[config.mk]
export PLATFORM = sky130hd
export DESIGN_NAME = ex_ma_pipeline_reg
export DESIGN_NICKNAME = d
export VERILOG_FILES = /design/src/rtl/ex_ma_pipeline_reg.sv
export SDC_FILE = /design/constraint.sdc
export NUM_CORES = 1
export LEC_CHECK = 0
export CAP_MARGIN = 10
export CORE_ASPECT_RATIO = 1.75
export CORE_MARGIN = 5
export CORE_UTILIZATION = 34
export CTS_BUF_LIST = sky130_fd_sc_hd__clkbuf_8 sky130_fd_sc_hd__clkbuf_16
export CTS_CLUSTER_DIAMETER = 150
export DETAILED_ROUTE_END_ITERATION = 8
export PLACE_DENSITY_LB_ADDON = 0.15
export SYNTH_ARGS = -nofsm -noshare
export SYNTH_HDL_FRONTEND = slang
export SYNTH_SLANG_ARGS = --single-unit
[constraint.sdc]
create_clock -name clk -period 3.8 [get_ports clk]
set_input_delay 0.76 -clock clk [delete_from_list [all_inputs] [get_ports clk]]
set_output_delay 0.76 -clock clk [all_outputs]
set_load 0.1 [all_outputs]
[src/rtl/ex_ma_pipeline_reg.sv]
// ex_ma_pipeline_reg
//   EX -> MA pipeline register sitting directly behind the ALU. It holds the
//   ALU result, the store operand, the PC, the destination register and the
//   opaque MA/WB control bundle under a valid/ready handshake. Stall and flush
//   are supported. The block also owns the architectural {gt, eq} flags. They
//   are written only when a CMP instruction leaves this stage towards MA.
//
// Build option:
//   EX_MA_SKID_EN  defined   : output entry plus one skid entry, ex_ready is
//                              registered (!FULL), with no path from ma_ready.
//                  undefined : single output entry,
//                              ex_ready = !ma_valid || ma_ready.
//
// Ports:
//   clk, reset_n                   clock, asynchronous active-low reset
//   ex_valid / ex_ready            upstream handshake
//   ex_alu_result, ex_op2, ex_pc   datapath words from EX
//   ex_rd, ex_ctrl                 destination register, MA/WB control bundle
//   ex_is_cmp, ex_cmp_flags        CMP marker and its {gt, eq} result
//   flush                          drop held and incoming instructions
//   ma_valid / ma_ready            downstream handshake
//   ma_alu_result, ma_op2, ma_pc,
//   ma_rd, ma_ctrl                 registered copies towards MA
//   flags                          architectural {gt, eq}
module ex_ma_pipeline_reg #(
  parameter int DATA_W = 32,
  parameter int RD_W   = 4,
  parameter int CTRL_W = 8
) (
  input  logic              clk,
  input  logic              reset_n,
  input  logic              ex_valid,
  output logic              ex_ready,
  input  logic [DATA_W-1:0] ex_alu_result,
  input  logic [DATA_W-1:0] ex_op2,
  input  logic [DATA_W-1:0] ex_pc,
  input  logic [RD_W-1:0]   ex_rd,
  input  logic [CTRL_W-1:0] ex_ctrl,
  input  logic              ex_is_cmp,
  input  logic [1:0]        ex_cmp_flags,
  input  logic              flush,
  output logic              ma_valid,
  input  logic              ma_ready,
  output logic [DATA_W-1:0] ma_alu_result,
  output logic [DATA_W-1:0] ma_op2,
  output logic [DATA_W-1:0] ma_pc,
  output logic [RD_W-1:0]   ma_rd,
  output logic [CTRL_W-1:0] ma_ctrl,
  output logic [1:0]        flags
);

  typedef enum logic [1:0] {
    EMPTY = 2'd0,
    ONE   = 2'd1,
    FULL  = 2'd2
  } occ_e;

  occ_e state, state_nxt;

  logic accept, xfer;
  logic load_out;
  logic vld_p1;

  // Output entry (drives ma_*)
  logic [DATA_W-1:0] res_p1, op2_p1, pc_p1;
  logic [RD_W-1:0]   rd_p1;
  logic [CTRL_W-1:0] ctrl_p1;
  logic              is_cmp_p1;
  logic [1:0]        cmp_flags_p1;

  // Next contents of the output entry: from EX, or from the skid entry
  logic [DATA_W-1:0] res_in, op2_in, pc_in;
  logic [RD_W-1:0]   rd_in;
  logic [CTRL_W-1:0] ctrl_in;
  logic              is_cmp_in;
  logic [1:0]        cmp_flags_in;

  assign vld_p1 = (state != EMPTY);
  assign accept = ex_valid && ex_ready;
  assign xfer   = vld_p1 && ma_ready;

`ifdef EX_MA_SKID_EN
  logic load_skid, out_from_skid;

  // Skid entry: catches the beat accepted while the output entry is stalled
  logic [DATA_W-1:0] res_p0, op2_p0, pc_p0;
  logic [RD_W-1:0]   rd_p0;
  logic [CTRL_W-1:0] ctrl_p0;
  logic              is_cmp_p0;
  logic [1:0]        cmp_flags_p0;

  assign ex_ready = (state != FULL);

  always_comb begin
    state_nxt     = state;
    load_out      = 1'b0;
    load_skid     = 1'b0;
    out_from_skid = 1'b0;
    if (flush) begin
      // Any transfer this cycle still completes; everything else is dropped
      state_nxt = EMPTY;
    end else begin
      unique case (state)
        EMPTY: if (accept) begin
          load_out  = 1'b1;
          state_nxt = ONE;
        end
        ONE: begin
          if (accept && xfer) begin
            load_out = 1'b1;
          end else if (accept) begin
            load_skid = 1'b1;
            state_nxt = FULL;
          end else if (xfer) begin
            state_nxt = EMPTY;
          end
        end
        FULL: if (xfer) begin
          load_out      = 1'b1;
          out_from_skid = 1'b1;
          state_nxt     = ONE;
        end
        default: state_nxt = EMPTY;
      endcase
    end
  end

  always_comb begin
    res_in       = out_from_skid ? res_p0       : ex_alu_result;
    op2_in       = out_from_skid ? op2_p0       : ex_op2;
    pc_in        = out_from_skid ? pc_p0        : ex_pc;
    rd_in        = out_from_skid ? rd_p0        : ex_rd;
    ctrl_in      = out_from_skid ? ctrl_p0      : ex_ctrl;
    is_cmp_in    = out_from_skid ? is_cmp_p0    : ex_is_cmp;
    cmp_flags_in = out_from_skid ? cmp_flags_p0 : ex_cmp_flags;
  end

  // ---- skid entry ----
  always_ff @(posedge clk or negedge reset_n) begin
    if (!reset_n) begin
      res_p0       <= '0;
      op2_p0       <= '0;
      pc_p0        <= '0;
      rd_p0        <= '0;
      ctrl_p0      <= '0;
      is_cmp_p0    <= 1'b0;
      cmp_flags_p0 <= 2'b00;
    end else if (load_skid) begin
      res_p0       <= ex_alu_result;
      op2_p0       <= ex_op2;
      pc_p0        <= ex_pc;
      rd_p0        <= ex_rd;
      ctrl_p0      <= ex_ctrl;
      is_cmp_p0    <= ex_is_cmp;
      cmp_flags_p0 <= ex_cmp_flags;
    end
  end
`else
  // Single entry: a new beat can enter only if the held one leaves this cycle
  assign ex_ready = !vld_p1 || ma_ready;

  always_comb begin
    state_nxt = state;
    load_out  = 1'b0;
    if (flush) begin
      state_nxt = EMPTY;
    end else if (accept) begin
      load_out  = 1'b1;
      state_nxt = ONE;
    end else if (xfer) begin
      state_nxt = EMPTY;
    end
  end

  always_comb begin
    res_in       = ex_alu_result;
    op2_in       = ex_op2;
    pc_in        = ex_pc;
    rd_in        = ex_rd;
    ctrl_in      = ex_ctrl;
    is_cmp_in    = ex_is_cmp;
    cmp_flags_in = ex_cmp_flags;
  end
`endif

  always_ff @(posedge clk or negedge reset_n) begin
    if (!reset_n) state <= EMPTY;
    else          state <= state_nxt;
  end

  // ---- output entry ----
  always_ff @(posedge clk or negedge reset_n) begin
    if (!reset_n) begin
      res_p1       <= '0;
      op2_p1       <= '0;
      pc_p1        <= '0;
      rd_p1        <= '0;
      ctrl_p1      <= '0;
      is_cmp_p1    <= 1'b0;
      cmp_flags_p1 <= 2'b00;
    end else if (load_out) begin
      res_p1       <= res_in;
      op2_p1       <= op2_in;
      pc_p1        <= pc_in;
      rd_p1        <= rd_in;
      ctrl_p1      <= ctrl_in;
      is_cmp_p1    <= is_cmp_in;
      cmp_flags_p1 <= cmp_flags_in;
    end
  end

  // Flags commit on the transfer itself, so a flush in the same cycle cannot
  // stop a CMP that is already leaving.
  always_ff @(posedge clk or negedge reset_n) begin
    if (!reset_n)                flags <= 2'b00;
    else if (xfer && is_cmp_p1)  flags <= cmp_flags_p1;
  end

  assign ma_valid      = vld_p1;
  assign ma_alu_result = res_p1;
  assign ma_op2        = op2_p1;
  assign ma_pc         = pc_p1;
  assign ma_rd         = rd_p1;
  assign ma_ctrl       = ctrl_p1;

endmodule
==> results of run 1 <==
## logic make-up after synthesis
kind of cell | after synthesis
flip-flops | 114
multiplexers | 113
buffers and inverters | 13
AND/OR/NAND/NOR | 5
## path summary, 6_finish.rpt
| path | startpoint | to | cells past startpoint | slack [ns] |
|---|---|---|---|---|
| max in group asynchronous | reset_n | ma_alu_result[22]$_DFFE_PN0P_ | 2 | 2.39 |
| setup / recovery | ma_ctrl[5]$_DFFE_PN0P_ | ma_ctrl[5] | 1 | 1.11 |
| hold / removal | ma_alu_result[14]$_DFFE_PN0P_ | ma_alu_result[14]$_DFFE_PN0P_ | 1 | 0.48 |
| min in group asynchronous | reset_n | ma_alu_result[3]$_DFFE_PN0P_ | 1 | 0.54 |
| hold reg to reg | ma_alu_result[14]$_DFFE_PN0P_ | ma_alu_result[14]$_DFFE_PN0P_ | 1 | 0.48 |
| setup reg to reg | state[0]$_DFFE_PN0P_ | ma_ctrl[5]$_DFFE_PN0P_ | 4 | 1.93 |
## area by class of cell
| class | instances | share of cell area |
|---|---|---|
| Antenna cell | 1 | 0.000345 |
| Clock buffer | 18 | 0.0606 |
| Clock inverter | 11 | 0.0160 |
| Inverter | 1 | 0.000518 |
| Multi-Input combinational cell | 118 | 0.182 |
| Sequential cell | 114 | 0.393 |
| Tap cell | 168 | 0.0290 |
| Timing Repair Buffer | 231 | 0.318 |
## sequential cells by signal (all words and copies together) (netlist names)
| register | flops |
|---|---|
| ma_rd | 4 |
| ma_ctrl | 8 |
| is_cmp_p1 | 1 |
| cmp_flags_p1 | 2 |
| flags | 2 |
| state | 1 |
| ma_alu_result | 32 |
| ma_pc | 32 |
| ma_op2 | 32 |
## synthesized netlist by cell type
| library cell | number | area (µm²) |
|---|---|---|
| buf_2 | 2 | 10.0 |
| buf_6 | 1 | 11.3 |
| buf_8 | 9 | 135 |
| dfrtp_1 | 114 | 2850 |
| inv_1 | 1 | 3.75 |
| mux2_1 | 90 | 1010 |
| mux2_2 | 23 | 259 |
| nand3_1 | 1 | 5.00 |
| nor2_1 | 2 | 7.51 |
| nor2b_4 | 1 | 13.8 |
| nor3b_2 | 1 | 12.5 |
## power by group
| group | switching [mW] | internal (mW) | total, mW |
|---|---|---|---|
| registers | 0.101 | 1.43 | 1.53 |
| logic | 1.80 | 0.576 | 2.37 |
| clock network | 0.527 | 0.963 | 1.49 |
| total | 2.42 | 2.97 | 5.39 |
## routing by layer
metal,vias to the layer above,GRT usage
li1,1334,-
met1,1465,0.153
met2,134,0.292
met3,23,0.0511
met4,0,0.0854
met5,-,0
==> impl_metrics.csv, run 1 <==
group,metric,value,unit
run_status,run_status,"finished clean",
routing,via_count,2956,
sta,worst_slew_pin_slew,1.05,ns
floorplan,start_util,0.346,
clock_network,numCtsBuffers,17,
critical_path,crit_required,3.04,ns
routing,wl_met1,3810,µm
grt,grt_pass1_vias,3354,
floorplan,rows,54,
finish,layout.cells.non_filler,662,
critical_path,cp.buffers_inverters,1,
grt,grt_overflow,0,
routing,drtIter0Drc,75,
sta,min_period_over_period,0.708,
sta,finalSetupViolCount,0,
clock_network,path_clk_slew,0.05,ns
grt,antenna_found_initial,1,
floorplan,die_y,159,µm
sta,finalMaxSlewViolations,0,
sta,worst_clock_skew,0.00533,ns
place,dpl_worst_slack,1.08,ns
finish,stdcell_area,7250,µm²
critical_path,worstPathArrival,1.93,ns
hold_path,hp-class,"flop to flop",
sta,fin_setup_tns,0,ns
clock_network,cts-resized-gates,0,
clock_network,tritoncts,"built",
place,dpl.hpwl,8850,µm
place,port_buffers,227,
sta,hold_viol,0,
clock_network,root_buffer,"clkbuf_16",
grt,grt_pass1_wl,18100,µm
synthesis,synth_compound_area_frac,0,
clock_network,htreeDepth,4,
sta,setup_ws,1.11,ns
clock_network,cts_setup_buffers,0,
critical_path,cpPeakStageDelay,1.17,ns
critical_path,crit_slowest_cell,"clkdlybuf4s50_1",
finish,drive_gt1_frac,0.122,
finish,fin_util,0.580,
synthesis,synthCells,245,
synthesis,synth.mux.area_fraction,0.294,
critical_path,crit_path_max_fanout,2,
routing,routed_via_density,4.47,
floorplan,io_pins,228,
finish,fillers,1044,
finish,multi_input_area,1320,µm²
sta,min_period,2.69,ns
synthesis,synth_fp_nets,361,
critical_path,cp-start-kind,"flop",
sta,hold_ws,0.479,ns
sta,rsz0062_at_grt,"no",
synthesis,yosysUniqueCellTypes,11,
floorplan,die_area,15200,µm²
synthesis,synth-simple-area-share,0.00897,
routing,first_pass_iters,4,
floorplan,core,12500,µm²
synthesis,avgSynthCellArea,17.6,µm²
critical_path,crit_path_end_kind,"primary output",
synthesis,yosys_warnings,0,
critical_path,critPathKind,"flop to primary output",
synthesis,synth.yosys.seq_area_share,0.660,
clock_network,clock_insertion_delay_worst_skew,0.40,ns
place,gp_congestion,0.728,
finish,register_area,2850,µm²
synthesis,synth_top_family_by_area,"multiplexers",
finish,final_common_cell,"clkdlybuf4s50_1",
synthesis,netlist_area,4320,µm²
run,maxCapViolations,0,
finish,syn2layout_area_growth,67.7,%
place,place_area,6690,µm²
grt,grt_max_degree,84,
sta,relSlewSlack,0.296,
clock_network,clock_path_buffers,2,
routing,drc,0,
clock_network,cts.sinks,114,
routing,wire_per_inst,17.7,µm
routing,ant_nets,0,
clock_network,postCtsHoldBufs,0,
routing,met3WireLength,836,µm
synthesis,synth_xor_area_frac,0,
grt,grt_usage,0.160,
synthesis,yosys_register_bits,114,
routing,top_layer,"met4",
finish,nets,599,
place,dpl.cell_count,632,
pwr,p_per_area,744,nW/µm²
routing,drt_wl_total,11700,µm
sta,max_freq,372,MHz
routing,route.met2.wl,6690,µm
pwr,total_power,5.39,mW
floorplan,die_w,95.3,µm
synthesis,synthAdderAreaFrac,0,
critical_path,path_cells,"clkdlybuf4s50_1",
pwr,peakVddDrop,0.403,mV
pwr,p_leak,2.99,nW
finish,layout_common_cells,"clkdlybuf4s50_1 (225), dfrtp_1 (114), mux2_1 (90), mux2_2 (23), clkbuf_16 (17)",
critical_path,crit_family,"buffers and inverters",
No activity file was read; power rests on OpenSTA's default activity.
==> run 2: changes to the inputs <==
clock period = 2.3 ns   (was 3.8 ns; I/O delays follow)
==> run 2 against run 1 <==
Effect of this change:
- wire length is 2.7% lower
- clock skew is 0.0013 ns higher
- final cell count is 0.60% higher
- global-route usage is 0.35 points lower
- utilization is 0.75 points lower
- worst hold slack worse by 0.33 ns
==> impl_metrics.csv, run 2 (synthesis results as in run 1) <==
group,metric,value,unit
place,port_buffers,227,
sta,fin_setup_tns,0,ns
critical_path,cp.buffers_inverters,3,
routing,first_pass_iters,4,
sta,finalMaxSlewViolations,0,
finish,register_area,2850,µm²
critical_path,worstPathArrival,1.35,ns
floorplan,core,12500,µm²
finish,nets,602,
critical_path,crit_required,1.84,ns
clock_network,tritoncts,"built",
clock_network,root_buffer,"clkbuf_16",
critical_path,crit_path_max_fanout,3,
critical_path,crit_path_end_kind,"primary output",
pwr,p_leak,3.19,nW
finish,drive_gt1_frac,0.351,
run_status,run_status,"finished clean",
routing,ant_nets,0,
critical_path,critPathKind,"primary input to primary output",
sta,rsz0062_at_grt,"no",
clock_network,htreeDepth,4,
finish,antenna_cells,0,
clock_network,clock_insertion_delay_worst_skew,0.39,ns
sta,min_period_over_period,0.787,
sta,worst_slew_pin_slew,0.605,ns
place,gp_congestion,0.704,
hold_path,hp-class,"primary input to async pin",
grt,grt_overflow,0,
sta,worst_clock_skew,0.00663,ns
grt,antenna_found_initial,0,
floorplan,io_pins,228,
finish,layout_common_cells,"buf_4 (115), dfrtp_1 (114), clkdlybuf4s50_1 (114), mux2_1 (90), mux2_2 (23)",
routing,via_count,2930,
grt,grt_usage,0.157,
clock_network,cts-resized-gates,0,
finish,fin_util,0.573,
finish,fillers,1066,
clock_network,cts_setup_buffers,0,
routing,wire_per_inst,17.1,µm
finish,final_common_cell,"buf_4",
pwr,peakVddDrop,0.696,mV
sta,relSlewSlack,0.597,
critical_path,cpPeakStageDelay,0.46,ns
critical_path,crit_family,"buffers and inverters",
clock_network,path_clk_slew,0.05,ns
clock_network,cts.sinks,114,
grt,grt_pass1_wl,17900,µm
clock_network,postCtsHoldBufs,0,
clock_network,clock_path_buffers,2,
run,maxCapViolations,0,
clock_network,numCtsBuffers,17,
routing,routed_via_density,4.40,
sta,finalSetupViolCount,0,
routing,drtIter0Drc,50,
floorplan,start_util,0.346,
routing,drt_wl_total,11400,µm
finish,multi_input_area,1320,µm²
floorplan,die_w,95.3,µm
place,dpl.hpwl,8720,µm
routing,drc,0,
pwr,p_per_area,1290,nW/µm²
sta,hold_viol,0,
floorplan,die_area,15200,µm²
grt,grt_pass1_vias,3294,
grt,grt_max_degree,115,
finish,syn2layout_area_growth,65.5,%
floorplan,rows,54,
critical_path,crit_slowest_cell,"clkdlybuf4s50_1",
floorplan,die_y,159,µm
critical_path,path_cells,"clkdlybuf4s50_1 > nor2b_4 > inv_1 > buf_12",
critical_path,cp-start-kind,"primary input",
sta,max_freq,552,MHz
sta,min_period,1.81,ns
==> run 2: final cells by class <==
class / instances / share of cell area
clock buffers: 22 / 0.0690
clock inverters: 9 / 0.0245
inverters: 1 / 0.000524
multi-input cells: 118 / 0.184
flip-flops and latches: 114 / 0.399
well taps: 168 / 0.0294
repair buffers: 234 / 0.294
==> run 2: worst reg2reg max path, stage by stage (launching register included) <==
cell and delay (ns):
dfrtp_1 0.40, nor2b_4 0.15, nor3b_4 0.23, buf_4 0.20
buf_12 0.21, mux2_1 0.37
==> run 2: routing by layer <==
| layer | vias up | global-route usage | part of all wire |
|---|---|---|---|
| met2 | 129 | 0.285 | 0.56 |
| met3 | 20 | 0.0525 | 0.084 |
| li1 | 1338 | - | - |
| met1 | 1443 | 0.156 | 0.33 |
| met5 | - | 0 | 0 |
| met4 | 0 | 0.0677 | 0.029 |
==> run 2: final timing paths <==
kind / from / endpoint / slack [ns] / cells past startpoint
setup / recovery: ma_ready / ex_ready / 0.49 / 4
hold / removal: reset_n / ma_alu_result[3]$_DFFE_PN0P_ / 0.15 / 2
setup reg to reg: state[0]$_DFFE_PN0P_ / ma_alu_result[2]$_DFFE_PN0P_ / 0.62 / 5
hold reg to reg: ma_pc[22]$_DFFE_PN0P_ / ma_pc[22]$_DFFE_PN0P_ / 0.48 / 1
max in group asynchronous: reset_n / ma_op2[5]$_DFFE_PN0P_ / 1.70 / 2
min in group clk: ma_pc[22]$_DFFE_PN0P_ / ma_pc[22]$_DFFE_PN0P_ / 0.48 / 1
==> run 2: report_power, final <==
| group | total [mW] | switching (mW) | internal, mW |
|---|---|---|---|
| Sequential | 2.53 | 0.174 | 2.36 |
| Combinational | 3.80 | 2.96 | 0.842 |
| Clock | 2.93 | 0.869 | 2.06 |
==> run 2: stage by stage <==
stage	worst slack (ns)	instance area (µm²)	hold slack [ns]	total power, mW	instances
2_1_floorplan	0.238	4320	0.164	5.42	245
3_3_place_gp	0.140	6490	0.469	6.36	635
3_5_place_dp	0.118	6490	0.476	6.41	635
4_1_cts	0.489	7160	0.178	9.38	666
5_1_grt	0.443	7160	0.187	9.59	666
6_report	0.490	7160	0.147	9.26	666
